==> src/rtl/uart_tx_pkg.sv <==
// Shared definitions for the UART transmit path.
// - tx_state_e : TX framing FSM state codes (code names shared with the bench)
// - PAR_*      : parity mode encodings for the uart_tx_top 'parity' parameter
// - has_parity : true when a mode inserts a parity bit
package uart_tx_pkg;

  typedef enum logic [2:0] {
    IDLE   = 3'b000,
    START  = 3'b001,
    DATA   = 3'b011,
    PARITY = 3'b010,
    STOP   = 3'b110,
    DONE   = 3'b111
  } tx_state_e;

  localparam logic [1:0] PAR_NONE = 2'd0;
  localparam logic [1:0] PAR_ODD  = 2'd1;
  localparam logic [1:0] PAR_EVEN = 2'd2;

  // Only ODD and EVEN add a bit; any other code means no parity bit.
  function automatic logic has_parity(input logic [1:0] mode);
    return (mode == PAR_ODD) || (mode == PAR_EVEN);
  endfunction

endpackage

==> src/rtl/uart_baud_tick.sv <==
// Oversampling tick generator.
// Ports:
//   clk  in  system clock, rising edge
//   rst  in  asynchronous active-low reset
//   tick out one-clk pulse every clk_freq/(BAUD*oversampling_rate) clocks
// The counter free-runs from reset and is never realigned to frame starts,
// so the first bit of a frame may be up to one tick period short.
module uart_baud_tick #(
  parameter int BAUD              = 9600,
  parameter int clk_freq          = 50_000_000,
  parameter int oversampling_rate = 16
) (
  input  logic clk,
  input  logic rst,
  output logic tick
);

  localparam int DIV = clk_freq / (BAUD * oversampling_rate);
  localparam int CW  = (DIV > 1) ? $clog2(DIV) : 1;
  localparam logic [CW-1:0] LAST = CW'(DIV - 1);

  logic [CW-1:0] cnt;

  always_ff @(posedge clk or negedge rst) begin
    if (!rst)             cnt <= '0;
    else if (cnt == LAST) cnt <= '0;
    else                  cnt <= cnt + CW'(1);
  end

  // Decoded from a register, so it is a clean single-clock pulse.
  assign tick = (cnt == LAST);

endmodule

==> src/rtl/uart_tx_top.sv <==
// UART transmitter: baud tick generator plus framing FSM.
// Frame: start(0), data_wd bits LSB first, optional parity, stop(1).
// Ports:
//   clk      in   system clock, rising edge
//   rst      in   asynchronous active-low reset
//   tx_start in   level request, accepted in IDLE on the clock edge
//   din      in   word to send, latched on acceptance
//   tick     out  oversampling tick (observability)
//   tx       out  registered serial line, idles high
//   tx_done  out  sticky frame-complete flag, cleared on next accept
//   tx_busy  out  registered, high while a frame is on the line
module uart_tx_top
  import uart_tx_pkg::*;
#(
  parameter int         BAUD              = 9600,
  parameter int         clk_freq          = 50_000_000,
  parameter int         oversampling_rate = 16,
  parameter int         data_wd           = 8,
  parameter logic [1:0] parity            = PAR_NONE
) (
  input  logic               clk,
  input  logic               rst,
  input  logic               tx_start,
  input  logic [data_wd-1:0] din,
  output logic               tick,
  output logic               tx,
  output logic               tx_done,
  output logic               tx_busy
);

  localparam int TCW = (oversampling_rate > 1) ? $clog2(oversampling_rate) : 1;
  localparam int BIW = (data_wd > 1) ? $clog2(data_wd) : 1;
  localparam logic [TCW-1:0] TC_LAST = TCW'(oversampling_rate - 1);
  localparam logic [BIW-1:0] BI_LAST = BIW'(data_wd - 1);
  localparam logic           HAS_PAR = has_parity(parity);

  tx_state_e          state, state_n;
  logic [TCW-1:0]     tick_count, tick_count_n;
  logic [BIW-1:0]     bit_index, bit_index_n;
  logic [data_wd-1:0] shift, shift_n;
  logic               tx_n, busy_n, done_n;
  logic               bit_end;

  uart_baud_tick #(
    .BAUD              (BAUD),
    .clk_freq          (clk_freq),
    .oversampling_rate (oversampling_rate)
  ) u_baud (
    .clk  (clk),
    .rst  (rst),
    .tick (tick)
  );

  assign bit_end = tick && (tick_count == TC_LAST);

  always_ff @(posedge clk or negedge rst) begin
    if (!rst) begin
      state      <= IDLE;
      tick_count <= '0;
      bit_index  <= '0;
      shift      <= '0;
      tx         <= 1'b1;
      tx_busy    <= 1'b0;
      tx_done    <= 1'b0;
    end else begin
      state      <= state_n;
      tick_count <= tick_count_n;
      bit_index  <= bit_index_n;
      shift      <= shift_n;
      tx         <= tx_n;
      tx_busy    <= busy_n;
      tx_done    <= done_n;
    end
  end

  always_comb begin
    state_n      = state;
    tick_count_n = tick_count;
    bit_index_n  = bit_index;
    shift_n      = shift;
    done_n       = tx_done;
    tx_n         = 1'b1;
    busy_n       = 1'b0;

    if (tick && (state inside {START, DATA, PARITY, STOP}))
      tick_count_n = tick_count + TCW'(1);

    case (state)
      IDLE: if (tx_start) begin
        shift_n = din;
        done_n  = 1'b0;
        state_n = START;
      end
      START:  if (bit_end) state_n = DATA;
      DATA: if (bit_end) begin
        if (bit_index == BI_LAST) state_n = HAS_PAR ? PARITY : STOP;
        else                      bit_index_n = bit_index + BIW'(1);
      end
      PARITY: if (bit_end) state_n = STOP;
      STOP: if (bit_end) begin
        state_n = DONE;
        done_n  = 1'b1;
      end
      DONE:    state_n = IDLE;
      default: state_n = IDLE;
    endcase

    // Every state entry starts a fresh bit period.
    if (state_n != state) begin
      tick_count_n = '0;
      bit_index_n  = '0;
    end

    // Decode outputs from the next state so the registered tx/tx_busy line
    // up with the state register rather than lagging it by a clock.
    case (state_n)
      START: begin
        tx_n   = 1'b0;
        busy_n = 1'b1;
      end
      DATA: begin
        tx_n   = shift_n[bit_index_n];
        busy_n = 1'b1;
      end
      PARITY: begin
        tx_n   = (parity == PAR_EVEN) ? ^shift_n : ~^shift_n;
        busy_n = 1'b1;
      end
      STOP:    busy_n = 1'b1;
      default: ;
    endcase
  end

endmodule

==> config.mk <==
export PLATFORM = sky130hd
export DESIGN_NAME = uart_tx_top
export DESIGN_NICKNAME = d
export VERILOG_FILES = /design/src/rtl/uart_tx_pkg.sv /design/src/rtl/uart_baud_tick.sv /design/src/rtl/uart_tx_top.sv
export SDC_FILE = /design/constraint.sdc
export NUM_CORES = 1
export LEC_CHECK = 0
export CAP_MARGIN = 0
export CORE_ASPECT_RATIO = 0.7
export CORE_MARGIN = 2
export CORE_UTILIZATION = 32
export CTS_BUF_LIST = sky130_fd_sc_hd__clkbuf_8
export DETAILED_ROUTE_END_ITERATION = 7
export SETUP_SLACK_MARGIN = 0.15
export SYNTH_ARGS = -nofsm -noshare
export SYNTH_HDL_FRONTEND = slang
export SYNTH_HIERARCHICAL = 1
export SYNTH_SLANG_ARGS = --single-unit
==> constraint.sdc <==
create_clock -name clk -period 2.4 [get_ports clk]
set_input_delay 0.48 -clock clk [delete_from_list [all_inputs] [get_ports clk]]
set_output_delay 0.48 -clock clk [all_outputs]
set_load 0.01 [all_outputs]
==> results_dict.tcl, run 1 <==
set metrics [dict create \
    status "completed" \
    rr_startpoint "u_baud/cnt[0]" \
    dieWidth_um 92.1 \
    io-pin-count 15 \
    netlist.area_leader.share_pct 41.7 \
    seq_power_share_pct 50.4 \
    die_h_um 65.7 \
    synth_area_um2 1740 \
    syn-num-nets 177 \
    drc 0 \
    drive_above_1_share_pct 23.1 \
    critPathCaptureType "register" \
    p_comb_share_pct 9.1 \
    finalMaxSlewViolations 0 \
    start_util_pct 33.3 \
    reg2reg_to "tx" \
    grt_start_max_net_pins 19 \
    yosysWarnings 6 \
    cpPeakStageDelay_ns 0.37 \
    cp_slowest_cell "dfrtp_1" \
    yosysUniqueCellTypes 47 \
    grt_pass1_vias 1203 \
    ys_seq_area_share_pct 43.2 \
    dp_hpwl_um 2710 \
    synthTopCellsByCount "dfrtp_1, nor2_1, xnor2_1, o21ai_0, mux2_2" \
    gp_congestion 0.819 \
    cts_tree "built" \
    min_path_type "reg2reg" \
    synthTopCellsByArea "dfrtp_1, xnor2_1, mux2_2" \
    routed_wl_um 3580 \
    switching_share_pct 22.8 \
    finalHoldViolations 0 \
    port_buffers 14 \
    ir_drop_uv 178 \
    clock_latency_ns 0.29 \
    relSlewSlack_pct 56.9 \
    tightest_slew_ns 0.645 \
    power_density_nw_per_um2 469 \
    n_fill_cell 517 \
    ys_ff_latch 30 \
    leakage_uw 0.000917 \
    clockBufferDepth 2 \
    worst_ep_arrival_time_ns 2.52 \
    grt_antenna_before_repair 0 \
    synth_edf_count 0 \
    postCtsHoldBufs 0 \
    fin_skew_ns 0.00550 \
    post-route-min-period_ns 2.31 \
    dp_worst_setup_slack_ns 0.0109 \
    grt_pass1_wl_um 6290 \
    postSynthAreaPerCell_um2 10.7 \
    cap_violations 0 \
    fin_ws_ns 0.0877 \
    overflow 0 \
    clock-sinks 30 \
    cts_root_buf "clkbuf_8" \
    whs_path_depth 1 \
    vias 1259 \
    cts_inserted_buffers 5 \
    setup_viol 0 \
    h-tree-depth 2 \
    path_class "reg2reg" \
    async_reset_ff_share_pct 100 \
    critPathRequiredTime_ns 2.61 \
    area_growth_pct 25.7 \
    die-area_um2 6050 \
    r2r_cells 10 \
    p_clk_share_pct 40.4 \
    rows 22 \
    timing.fmax_mhz 432 \
    p_int_uw 791 \
    reg2reg_slack_ns 0.09 \
    grt_setup_unrepaired "true" \
    p_sw_uw 234 \
    synth_most_common_cell "dfrtp_1" \
    insertedDiodeCount 0 \
    drtIter0Drc 72 \
    drtPass1Iterations 4 \
    fin_util_pct 41.8 \
    hold_end "u_baud/cnt[7]" \
    clkTransAtPathRegs_ns 0.06 \
    nets 209 \
    ys.flop_type "dfrtp_1" \
    core_um2 5230 \
    yosys.area.top_type "dfrtp_1" \
    crit_path_cell_trace "inv_1 -> ha_1 -> nand4bb_1 -> nor2_4 -> nand4_4 -> o31a_1 -> or2_4 -> mux2i_1 -> or3b_1 -> a32oi_1" \
    grt.total_usage_pct 13.8 \
    startpoint_type "register" \
    path_max_fanout 4 \
    timing.final.crit_share_pct 96.3 \
    synthCells 162 \
    viasPerCell 4.72 \
    min-delay-start "u_baud/cnt[7]" \
    drt.antenna.violating_nets 0 \
    avgRoutedWirePerCell_um 13.4 \
]
-- layout make-up --
type                    instances  area (um2)  share of cell area (%)
well taps                      72        90.1                    4.12
clock buffers                   6        82.6                    3.77
clock inverters                 2        8.76                   0.400
inverters                       6        22.5                    1.03
multi-input cells             122         951                    43.5
flip-flops and latches         30         752                    34.4
repair buffers                 29         282                    12.9
-- per-stage QoR --
| stage | cells | area (um2) | hold WS (ns) | setup TNS [ns] | total power (uW) |
|---|---|---|---|---|---|
| 2_1_floorplan | 162 | 1750 | 0.184 | 0 | 579 |
| 3_3_place_gp | 257 | 2070 | 0.475 | 0 | 621 |
| 3_5_place_dp | 257 | 2070 | 0.478 | 0 | 622 |
| 4_1_cts | 266 | 2180 | 0.490 | 0 | 1050 |
| 5_1_grt | 267 | 2190 | 0.523 | -0.0508 | 1090 |
| 6_report | 267 | 2190 | 0.491 | 0 | 1030 |
-- kinds of logic after synthesis --
kind of cell / Yosys count / synth area share (%)
XOR/XNOR: 22 / 11.1
AO/OA/AOI/OAI: 31 / 13.0
buffers and inverters: 10 / 2.80
multiplexers: 12 / 7.48
AND/OR/NAND/NOR: 53 / 19.6
adder cells (fa/ha/maj): 4 / 2.88
flip-flops: 30 / 43.2
-- critical path: cells and delay by family (launching register included) --
family,cells,cell delay (ns)
simple gates,5,1.03
compound gates,2,0.48
flops,1,0.37
fa+ha+maj,1,0.15
mux,1,0.14
buf+inv,1,0.06
-- repair_timing --
action / CTS / global route
setup buffers: 1 / 1
pin swaps: 1 / 2
gates resized for setup: 2 / 2
endpoints found under the setup margin: 2 / 2
-- cell usage in the layout (no fill, tap or decap), drive strengths merged, types with 6 or more instances in the layout --
cell            n
dfrtp          29
nor2           16
xnor2          15
buf            15
clkdlybuf4s50  13
o21ai           9
mux2            8
a21oi           8
nand2           7
inv             7
xor2            7
clkbuf          6
-- per-layer routing --
metal  vias to the layer above  global-route usage [%]  part of all wire (%)
met2                        19                    17.1                    39
met5                         -                       0                     0
met4                         0                    4.48                   1.4
met1                       591                    21.3                    55
li1                        644                       -                     -
met3                         5                    5.28                   4.4
-- sequential cells by signal, summed over array words and instances, names as in the netlist --
name,flops
state,3
tick_count,4
shift,8
bit_index,3
tx_busy,1
tx,1
tx_done,1
u_baud/cnt,9
-- power by group through the flow --
stage,Clock (uW),Sequential [uW],Combinational (uW)
after floorplan,0,526,52.8
after global placement,0,526,94.7
after detailed placement,0,527,95.4
after CTS,432,517,95.8
after global routing,468,518,104
final,415,517,93.5
-- worst max path at each step --
stage                              from  endpoint
final                     u_baud/cnt[0]        tx
after floorplan           u_baud/cnt[0]        tx
after global routing      u_baud/cnt[0]        tx
after CTS                 u_baud/cnt[1]        tx
after global placement         tx_start        tx
after detailed placement       tx_start        tx
(Power assumes the default switching activity.)
==> inputs of run 2 (changes only) <==
--- a/config.mk
+++ b/config.mk
@@ -14,5 +14,4 @@
 export SETUP_SLACK_MARGIN = 0.15
 export SYNTH_ARGS = -nofsm -noshare
 export SYNTH_HDL_FRONTEND = slang
-export SYNTH_HIERARCHICAL = 1
 export SYNTH_SLANG_ARGS = --single-unit
==> run 2 against run 1 <==
  * Clock skew down 0.0016 ns
  * Critical path type is now in2reg
  * Hold slack improved by 0.039 ns
  * Area after synthesis up 6.8%
  * Non-clock buffer count increased by 15
==> results_dict.tcl, run 2 <==
set metrics [dict create \
    status "completed" \
    layout_commonest_cell "dfrtp_1" \
    insertedDiodeCount 0 \
    syn-num-nets 187 \
    drt.antenna.violating_nets 0 \
    ir_drop_uv 159 \
    worst_ep_arrival_time_ns 2.45 \
    crit_end "tx" \
    dp_hpwl_um 2890 \
    top_regs "u_baud.cnt x9, shift x8, tick_count x4" \
    yosysWarnings 0 \
    fin_skew_ns 0.00388 \
    synthCells 172 \
    drtPass1Iterations 4 \
    min_path_type "reg2reg" \
    overflow 0 \
    reg2reg_to "tx" \
    synthTopCellsByArea "dfrtp_1, xnor2_1, xor2_1" \
    drc 0 \
    avgRoutedWirePerCell_um 13.6 \
    clkTransAtPathRegs_ns 0.06 \
    grt_setup_unrepaired "true" \
    grt.total_usage_pct 13.5 \
    ys_seq_area_share_pct 40.5 \
    power_density_nw_per_um2 389 \
    core_um2 5670 \
    clock_latency_ns 0.27 \
    critPathCaptureType "register" \
    timing.final.crit_share_pct 93.8 \
    cts_inserted_buffers 5 \
    port_buffers 14 \
    setup_viol 0 \
    startpoint_type "input pin" \
    r2r_cells 9 \
    viasPerCell 4.97 \
    clock-sinks 30 \
    grt_pass1_vias 1334 \
    grt_antenna_before_repair 0 \
    postSynthAreaPerCell_um2 10.8 \
    path_class "in2reg" \
    h-tree-depth 2 \
    relSlewSlack_pct 74.4 \
    dp_cells 275 \
    cts_root_buf "clkbuf_8" \
    nets 232 \
    vias 1455 \
    clockBufferDepth 2 \
    drtIter0Drc 98 \
    ys_ff_latch 30 \
    path_max_fanout 4 \
    yosys.area.top_type "dfrtp_1" \
    synth_area_um2 1860 \
    cts_tree "built" \
    die_h_um 67.8 \
    rr_startpoint "state[2]" \
    whs_ns 0.530 \
    ys.flop_type "dfrtp_1" \
    startpoint "tx_start" \
    rows 23 \
    grt_pass1_wl_um 6640 \
    io-pin-count 15 \
    post-route-min-period_ns 2.25 \
    reg2reg_slack_ns 0.17 \
    fin_cells 293 \
    final_cell_mix "dfrtp_1, buf_4, nor2_1" \
    grt_start_max_net_pins 31 \
    gp_congestion 0.844 \
    die-area_um2 6440 \
    synth_most_common_cell "dfrtp_1" \
    dieWidth_um 95.1 \
    cap_violations 0 \
    netlist.area_leader.share_pct 39.1 \
    timing.fmax_mhz 444 \
    synthTopCellsByCount "dfrtp_1, nor2_1, xnor2_1, xor2_1, a21oi_1" \
    leakage_uw 0.00104 \
    tightest_slew_ns 0.383 \
    area_growth_pct 33.5 \
    tns_ns 0 \
    drive_above_1_share_pct 33.9 \
    start_util_pct 32.8 \
    finalMaxSlewViolations 0 \
    async_reset_ff_share_pct 100 \
    fin_util_pct 43.8 \
    largest_reg_flops 9 \
    yosysUniqueCellTypes 44 \
    top_register "u_baud.cnt" \
    finalHoldViolations 0 \
    routed_wl_um 4000 \
    critPathRequiredTime_ns 2.59 \
    postCtsHoldBufs 0 \
    synth_edf_count 0 \
]
## run 2: timing repair
action                                  4_1_cts  5_1_grt
buffers inserted                              2        8
gates resized for setup                       7       21
pin swaps                                     4       10
cloned                                        0        0
endpoints found under the setup margin        2        2
## run 2: per-stage QoR
| stage | setup WS (ns) | cell area, um2 | power (uW) |
|---|---|---|---|
| after floorplan | 0.162 | 1870 | 568 |
| after global placement | -0.271 | 2230 | 609 |
| final | 0.148 | 2480 | 964 |
| after detailed placement | -0.265 | 2230 | 609 |
| after CTS | 0.150 | 2350 | 980 |
| after global routing | 0.0547 | 2480 | 1020 |
## run 2: worst min path at each step
stage                        from             to  slack, ns  cells after the start
floorplan                     rst   bit_index[0]       0.18                      0
global placement    u_baud.cnt[7]  u_baud.cnt[7]       0.49                      1
detailed placement  u_baud.cnt[7]  u_baud.cnt[7]       0.53                      1
CTS                 u_baud.cnt[7]  u_baud.cnt[7]       0.53                      1
global route        u_baud.cnt[7]  u_baud.cnt[7]       0.57                      1
finish              u_baud.cnt[7]  u_baud.cnt[7]       0.53                      1
## run 2: where the power goes
group / switching [uW] / internal, uW
registers: 5.38 / 513
logic: 36.9 / 44.2
clock network: 172 / 193
## run 2: per-layer routing
layer	wire length, um	up-vias	global-route usage (%)
met4	35	0	4.89
met2	1650	40	18.0
met5	0	-	0
li1	-	710	-
met3	234	4	3.13
met1	2080	701	20.8
## run 2: cell families after synthesis
group	share of synthesized area (%)
buf+inv	3.30
simple gates	19.7
fa+ha+maj	2.69
xor+xnor	10.4
mux	9.36
compound gates	14.1
flops	40.5
## run 2: cell type report
cell class                 count  area (um2)
sequential                    30         754
fill                         515        3190
multi-input combinational    128        1140
inverter                       8        30.0
timing repair buffer          44         385
clock inverter                 3        11.3
clock buffer                   5        68.8
tap                           75        93.8
## run 2: worst max-delay path, stage by stage
cell and delay [ns]:
dlygate4sd2_1 0.26, buf_6 0.14, nor4_4 0.29, a21oi_2 0.07
and3_4 0.20, buf_4 0.13, o31a_1 0.28, o31a_1 0.28
a211oi_2 0.25, o31ai_2 0.08
